--- config.mk ---
export PLATFORM = sky130hd
export DESIGN_NAME = seq_detect_ctrl
export DESIGN_NICKNAME = d
export VERILOG_FILES = /design/src/rtl/seq_detect_ctrl.sv
export SDC_FILE = /design/constraint.sdc
export NUM_CORES = 1
export LEC_CHECK = 0
export BUFFER_PORTS_ARGS = -buffer_cell sky130_fd_sc_hd__buf_2
export CAP_MARGIN = 40
export CORE_MARGIN = 1.5
export CORE_UTILIZATION = 50
export CTS_BUF_LIST = sky130_fd_sc_hd__clkbuf_2
export DETAILED_ROUTE_END_ITERATION = 10
export PLACE_DENSITY = 0.78
export SETUP_SLACK_MARGIN = 0.15
export SYNTH_ARGS = -nofsm -noshare
export SYNTH_HDL_FRONTEND = slang
export SYNTH_SLANG_ARGS = --single-unit
--- constraint.sdc ---
create_clock -name clk -period 2.35 [get_ports clk]
set_clock_uncertainty 0.1 [all_clocks]
set_input_delay 0.1175 -clock clk [delete_from_list [all_inputs] [get_ports clk]]
set_output_delay 0.1175 -clock clk [all_outputs]
set_load 0.01 [all_outputs]
--- src/rtl/seq_detect_ctrl.sv ---
// -----------------------------------------------------------------------------
// seq_detect_ctrl
//
// Programmable serial pattern-detection controller. Holds the detector
// configuration (pattern, length, overlap mode, observation window), sequences
// a detection run IDLE -> RUN -> DONE -> IDLE, shifts qualified input bits
// into a history register and counts Moore-style matches.
//
// Parameters:
//   PAT_W  maximum pattern length in bits (>= 2)
//   CNT_W  saturating match counter width
//   WIN_W  observation-window counter width
//
// Ports:
//   clk          rising-edge clock
//   reset        asynchronous active-low reset
//   cfg_valid    config offer; accepted when cfg_valid & cfg_ready
//   cfg_ready    high only in IDLE
//   cfg_pattern  pattern; bit [len-1] is the first bit received
//   cfg_len      pattern length, legal 1..PAT_W (0 = unconfigured)
//   cfg_overlap  1 = overlapping matches allowed
//   cfg_window   valid bits per run, 0 = unlimited
//   start        begin a run (honoured in IDLE with a legal length)
//   stop         abort a run (honoured in RUN)
//   din          serial data bit
//   din_valid    din qualifier
//   busy         run in progress
//   match        registered one-cycle match flag
//   match_cnt    matches in the current / last run
//   done         one-cycle pulse after a run ends
//   win_expired  sticky: last run ended by its window rather than stop
//
// Optional feature (macro SEQ_DETECT_FIRST_POS_EN):
//   first_pos    1-based valid-bit index of the first match of the run
//   first_vld    first_pos holds a captured value
// -----------------------------------------------------------------------------
module seq_detect_ctrl #(
    parameter  int PAT_W = 8,
    parameter  int CNT_W = 8,
    parameter  int WIN_W = 16,
    localparam int LEN_W = $clog2(PAT_W + 1)
) (
    input  logic             clk,
    input  logic             reset,
    input  logic             cfg_valid,
    output logic             cfg_ready,
    input  logic [PAT_W-1:0] cfg_pattern,
    input  logic [LEN_W-1:0] cfg_len,
    input  logic             cfg_overlap,
    input  logic [WIN_W-1:0] cfg_window,
    input  logic             start,
    input  logic             stop,
    input  logic             din,
    input  logic             din_valid,
    output logic             busy,
    output logic             match,
    output logic [CNT_W-1:0] match_cnt,
    output logic             done,
`ifdef SEQ_DETECT_FIRST_POS_EN
    output logic [WIN_W-1:0] first_pos,
    output logic             first_vld,
`endif
    output logic             win_expired
);

    typedef enum logic [1:0] {
        S_IDLE = 2'd0,
        S_RUN  = 2'd1,
        S_DONE = 2'd2
    } state_e;

    state_e           state_q, state_d;
    logic [PAT_W-1:0] pat_q, pat_d;
    logic [LEN_W-1:0] len_q, len_d;
    logic             ovl_q, ovl_d;
    logic [WIN_W-1:0] win_q, win_d;
    logic [PAT_W-1:0] hist_q, hist_d;
    logic [LEN_W-1:0] fill_q, fill_d;
    logic [WIN_W-1:0] wcnt_q, wcnt_d;
    logic [CNT_W-1:0] cnt_q, cnt_d;
    logic             match_q, match_d;
    logic             wexp_q, wexp_d;
`ifdef SEQ_DETECT_FIRST_POS_EN
    logic [WIN_W-1:0] fpos_q, fpos_d;
    logic             fvld_q, fvld_d;
`endif

    // Values the registers take if the current cycle carries a valid bit.
    logic [PAT_W-1:0] hist_shift;
    logic [LEN_W-1:0] fill_inc;
    logic [WIN_W-1:0] wcnt_inc;
    logic [PAT_W-1:0] pat_mask;
    logic             hit;
    logic             len_ok;

    always_comb begin
        hist_shift = {hist_q[PAT_W-2:0], din};
        fill_inc   = (fill_q == LEN_W'(PAT_W)) ? fill_q : fill_q + LEN_W'(1);
        wcnt_inc   = wcnt_q + WIN_W'(1);
        for (int i = 0; i < PAT_W; i++) begin
            pat_mask[i] = (i < int'(len_q));
        end
        // Compare only the low len bits; fill guards against matching on
        // history that predates the run or a non-overlap restart.
        hit    = (fill_inc >= len_q) && (((hist_shift ^ pat_q) & pat_mask) == '0);
        len_ok = (len_q != '0) && (len_q <= LEN_W'(PAT_W));
    end

    always_comb begin
        // NOTE: every variable gets its hold value first, so no path through
        // the case statement can leave one unassigned and infer a latch.
        state_d = state_q;
        pat_d   = pat_q;
        len_d   = len_q;
        ovl_d   = ovl_q;
        win_d   = win_q;
        hist_d  = hist_q;
        fill_d  = fill_q;
        wcnt_d  = wcnt_q;
        cnt_d   = cnt_q;
        match_d = 1'b0;
        wexp_d  = wexp_q;
`ifdef SEQ_DETECT_FIRST_POS_EN
        fpos_d  = fpos_q;
        fvld_d  = fvld_q;
`endif

        unique case (state_q)
            S_IDLE: begin
                // A same-cycle config offer is still latched; start is judged
                // against the length already held.
                if (cfg_valid) begin
                    pat_d = cfg_pattern;
                    len_d = cfg_len;
                    ovl_d = cfg_overlap;
                    win_d = cfg_window;
                end
                if (start && len_ok) begin
                    state_d = S_RUN;
                    hist_d  = '0;
                    fill_d  = '0;
                    wcnt_d  = '0;
                    cnt_d   = '0;
                    wexp_d  = 1'b0;
`ifdef SEQ_DETECT_FIRST_POS_EN
                    fpos_d  = '0;
                    fvld_d  = 1'b0;
`endif
                end
            end

            S_RUN: begin
                if (din_valid) begin
                    hist_d = hist_shift;
                    fill_d = fill_inc;
                    wcnt_d = wcnt_inc;
                    if (hit) begin
                        match_d = 1'b1;
                        if (!(&cnt_q)) begin
                            cnt_d = cnt_q + CNT_W'(1);
                        end
                        if (!ovl_q) begin
                            fill_d = '0;
                        end
`ifdef SEQ_DETECT_FIRST_POS_EN
                        if (!fvld_q) begin
                            fpos_d = wcnt_inc;
                            fvld_d = 1'b1;
                        end
`endif
                    end
                end
                // Window end wins over a simultaneous stop.
                if (din_valid && (win_q != '0) && (wcnt_inc == win_q)) begin
                    state_d = S_DONE;
                    wexp_d  = 1'b1;
                end else if (stop) begin
                    state_d = S_DONE;
                end
            end

            S_DONE: begin
                state_d = S_IDLE;
            end

            default: begin
                state_d = S_IDLE;
            end
        endcase
    end

    // NOTE: state is updated with non-blocking assignments so every register
    // samples the pre-edge values, independent of statement order.
    always_ff @(posedge clk or negedge reset) begin
        if (!reset) begin
            state_q <= S_IDLE;
            pat_q   <= '0;
            len_q   <= '0;
            ovl_q   <= 1'b0;
            win_q   <= '0;
            hist_q  <= '0;
            fill_q  <= '0;
            wcnt_q  <= '0;
            cnt_q   <= '0;
            match_q <= 1'b0;
            wexp_q  <= 1'b0;
`ifdef SEQ_DETECT_FIRST_POS_EN
            fpos_q  <= '0;
            fvld_q  <= 1'b0;
`endif
        end else begin
            state_q <= state_d;
            pat_q   <= pat_d;
            len_q   <= len_d;
            ovl_q   <= ovl_d;
            win_q   <= win_d;
            hist_q  <= hist_d;
            fill_q  <= fill_d;
            wcnt_q  <= wcnt_d;
            cnt_q   <= cnt_d;
            match_q <= match_d;
            wexp_q  <= wexp_d;
`ifdef SEQ_DETECT_FIRST_POS_EN
            fpos_q  <= fpos_d;
            fvld_q  <= fvld_d;
`endif
        end
    end

    assign cfg_ready   = (state_q == S_IDLE);
    assign busy        = (state_q == S_RUN);
    assign done        = (state_q == S_DONE);
    assign match       = match_q;
    assign match_cnt   = cnt_q;
    assign win_expired = wexp_q;
`ifdef SEQ_DETECT_FIRST_POS_EN
    assign first_pos   = fpos_q;
    assign first_vld   = fvld_q;
`endif

endmodule

==> flow_summary.json <==
{
  "grt_pass1_wl_um": 17200,
  "cts.path.max_buffers": 2,
  "tightest_slew_ns": 0.412,
  "port_buffers": 48,
  "synth_flop_cell": "dfrtp_1",
  "grt_pass1_vias": 3540,
  "cp.required_ns": 2.75,
  "fill_cells": 557,
  "power.leakage_nw": 2.37,
  "synth_nets": 426,
  "wire_per_inst_um": 16.9,
  "path_clk_slew_ns": 0.24,
  "setup_violations": 12,
  "die_w_um": 90.1,
  "final_cell_mix": "dfrtp_1 (67), buf_2 (48), buf_4 (47)",
  "wl_met1_um": 4410,
  "pre_cts_ws_ns": -0.162,
  "path_class": "flip-flop to flip-flop",
  "fin_total_pwr_mw": 5.01,
  "cp_max_fo": 8,
  "arrival_ns": 2.96,
  "tns_ns": -1.74,
  "final_common_cell": "dfrtp_1",
  "synth_edf_count": 0,
  "ioPinCount": 49,
  "htreeDepth": 3,
  "post-route-min-period_ns": 2.57,
  "cp-start-kind": "flip-flop",
  "grt_max_degree": 69,
  "coreArea_sq_um": 7290,
  "endpoint_kind": "flip-flop",
  "routabilityCongestion": 0.880,
  "setup_slack_ns": -0.216,
  "cts_root_buf": "clkbuf_2",
  "drv_cap": 0,
  "avgSynthCellArea_sq_um": 9.93,
  "multi_input_area_sq_um": 2160,
  "syn_area_sq_um": 3790,
  "synth_warnings": 0,
  "dpl_cell_area_sq_um": 4400,
  "place_hpwl_um": 6290,
  "power_density_nw_per_um2": 973,
  "route.vias.total": 3486,
  "grt_usage": 0.263,
  "grt_overflow": 0,
  "min_path_type": "input pin to flip-flop",
  "routed_wl_um": 10300,
  "antenna_left": 0,
  "via_per_inst": 5.75,
  "cts_sinks": 68,
  "topRoutingLayerUsed": "met4",
  "final_nets": 546,
  "layout-drive-gt1-share": 0.351,
  "drc_errors": 0,
  "wl_met2_um": 5260,
  "antenna_found_initial": 0,
  "final_area_sq_um": 5150,
  "ys_seq_area_frac": 0.449,
  "final-hold-violation-count": 0,
  "die_h_um": 90.1,
  "maxClockFrequency_ghz": 0.390,
  "outcome": "finished, violations left",
  "cts_tree": "yes",
  "slew_headroom": 0.725,
  "diodes": 0,
  "area.sequential_sq_um": 1700,
  "drt_pass1_iterations": 6,
  "violations": "negative setup slack",
  "synth_cell_types": 50,
  "area_delta_synth_final_pct": 35.7,
  "die_area_sq_um": 8120,
  "insertion_delay_ns": 0.55,
  "met3WireLength_um": 377,
  "drtIter0Drc": 322,
  "numCtsBuffers": 9,
  "slew_viol_final": 0,
  "rsz0062_at_grt": "yes",
  "ys_seq_elements": 68,
  "async_reset_ff_frac": 1.00,
  "row_count": 31,
  "syn_inst": 382,
  "start_util": 0.520,
  "peakVddDrop_v": 0.000468,
  "finalCritPeriodShare": 1.09
}
==> power breakdown <==
part,switching (mW),internal [mW]
clock network,0.495,0.264
registers,0.332,1.50
logic,1.25,1.16
==> sequential cells by signal (all words and copies together), names as in the netlist <==
signal       flops
match            1
win_q           16
win_expired      1
state_q          2
pat_q            8
ovl_q            1
match_cnt        8
hist_q           7
len_q            4
fill_q           4
wcnt_q          16
==> through the flow <==
stage,utilization,std cells,hold slack [ns]
4_1_cts,0.694,603,0.119
6_report,0.706,606,0.152
5_1_grt,0.706,606,0.161
3_3_place_gp,0.603,544,0.0620
3_5_place_dp,0.603,544,0.0716
2_1_floorplan,-,382,-0.278
==> cells in the mapped netlist, types with 3 or more instances <==
library cell | instances | share of area
nand2b_1 | 4 | 0.0066
nor4_1 | 7 | 0.012
inv_1 | 8 | 0.0079
dfrtp_1 | 68 | 0.45
clkbuf_1 | 22 | 0.022
mux2_2 | 26 | 0.077
nor3_1 | 9 | 0.012
a21oi_1 | 6 | 0.0079
nand2_1 | 44 | 0.044
ha_1 | 8 | 0.026
nand3_1 | 20 | 0.026
nor2_1 | 14 | 0.014
and2_1 | 3 | 0.0049
mux2i_1 | 8 | 0.021
a32o_1 | 3 | 0.0079
xor2_1 | 21 | 0.048
and3_1 | 9 | 0.015
o31ai_1 | 8 | 0.016
nand4_1 | 12 | 0.020
o21ai_0 | 28 | 0.037
and4_1 | 5 | 0.012
a31oi_1 | 4 | 0.0066
xnor2_1 | 13 | 0.030
==> worst paths after layout <==
check,start,to,slack (ns),cells past startpoint
setup reg to reg,len_q[3],match_cnt[4],-0.22,6
setup / recovery,len_q[3],match_cnt[4],-0.22,6
min in group asynchronous,reset,pat_q[0],0.59,4
hold reg to reg,wcnt_q[15],wcnt_q[15],0.42,1
hold / removal,cfg_valid,len_q[3],0.15,5
max in group asynchronous,reset,wcnt_q[4],1.25,4
==> area by class of cell <==
type / instances / area share
Timing Repair Buffer: 134 / 0.194
Tap cell: 99 / 0.0241
Clock inverter: 7 / 0.0160
Multi-Input combinational cell: 281 / 0.421
Sequential cell: 68 / 0.331
Inverter: 8 / 0.00584
Clock buffer: 9 / 0.00875
==> critical path: stages (launching register included) <==
cell and delay, ns:
dfrtp_1 0.47, or4b_4 0.56, a2111oi_4 0.37, a21oi_2 0.13, a2bb2oi_4 0.19, or4_4 0.54, a21oi_2 0.15
==> cell families (layout without fill, tap and decap cells) <==
| family | after synthesis | after routing | synth area share |
|---|---|---|---|
| AND/OR/NAND/NOR | 138 | 138 | 0.191 |
| buffers and inverters | 33 | 158 | 0.0330 |
| adder cells (fa/ha/maj) | 8 | 8 | 0.0264 |
| XOR/XNOR | 34 | 34 | 0.0785 |
| multiplexers | 34 | 34 | 0.0983 |
| flip-flops | 68 | 68 | 0.449 |
| AO/OA/AOI/OAI | 67 | 67 | 0.124 |
==> repair_timing <==
| item | 4_1_cts | 5_1_grt |
|---|---|---|
| pin swaps | 11 | 7 |
| resized for setup | 24 | 14 |
| endpoints found under the hold margin | 112 | 0 |
| hold buffers | 35 | 0 |
| endpoints found under the setup margin | 16 | 31 |
| setup buffers | 8 | 3 |
==> routing by layer <==
metal	up-vias	GRT usage
met5	-	0
met4	0	0.104
met3	19	0.0381
met2	101	0.453
met1	1740	0.332
li1	1626	-
(Power assumes the default switching activity.)
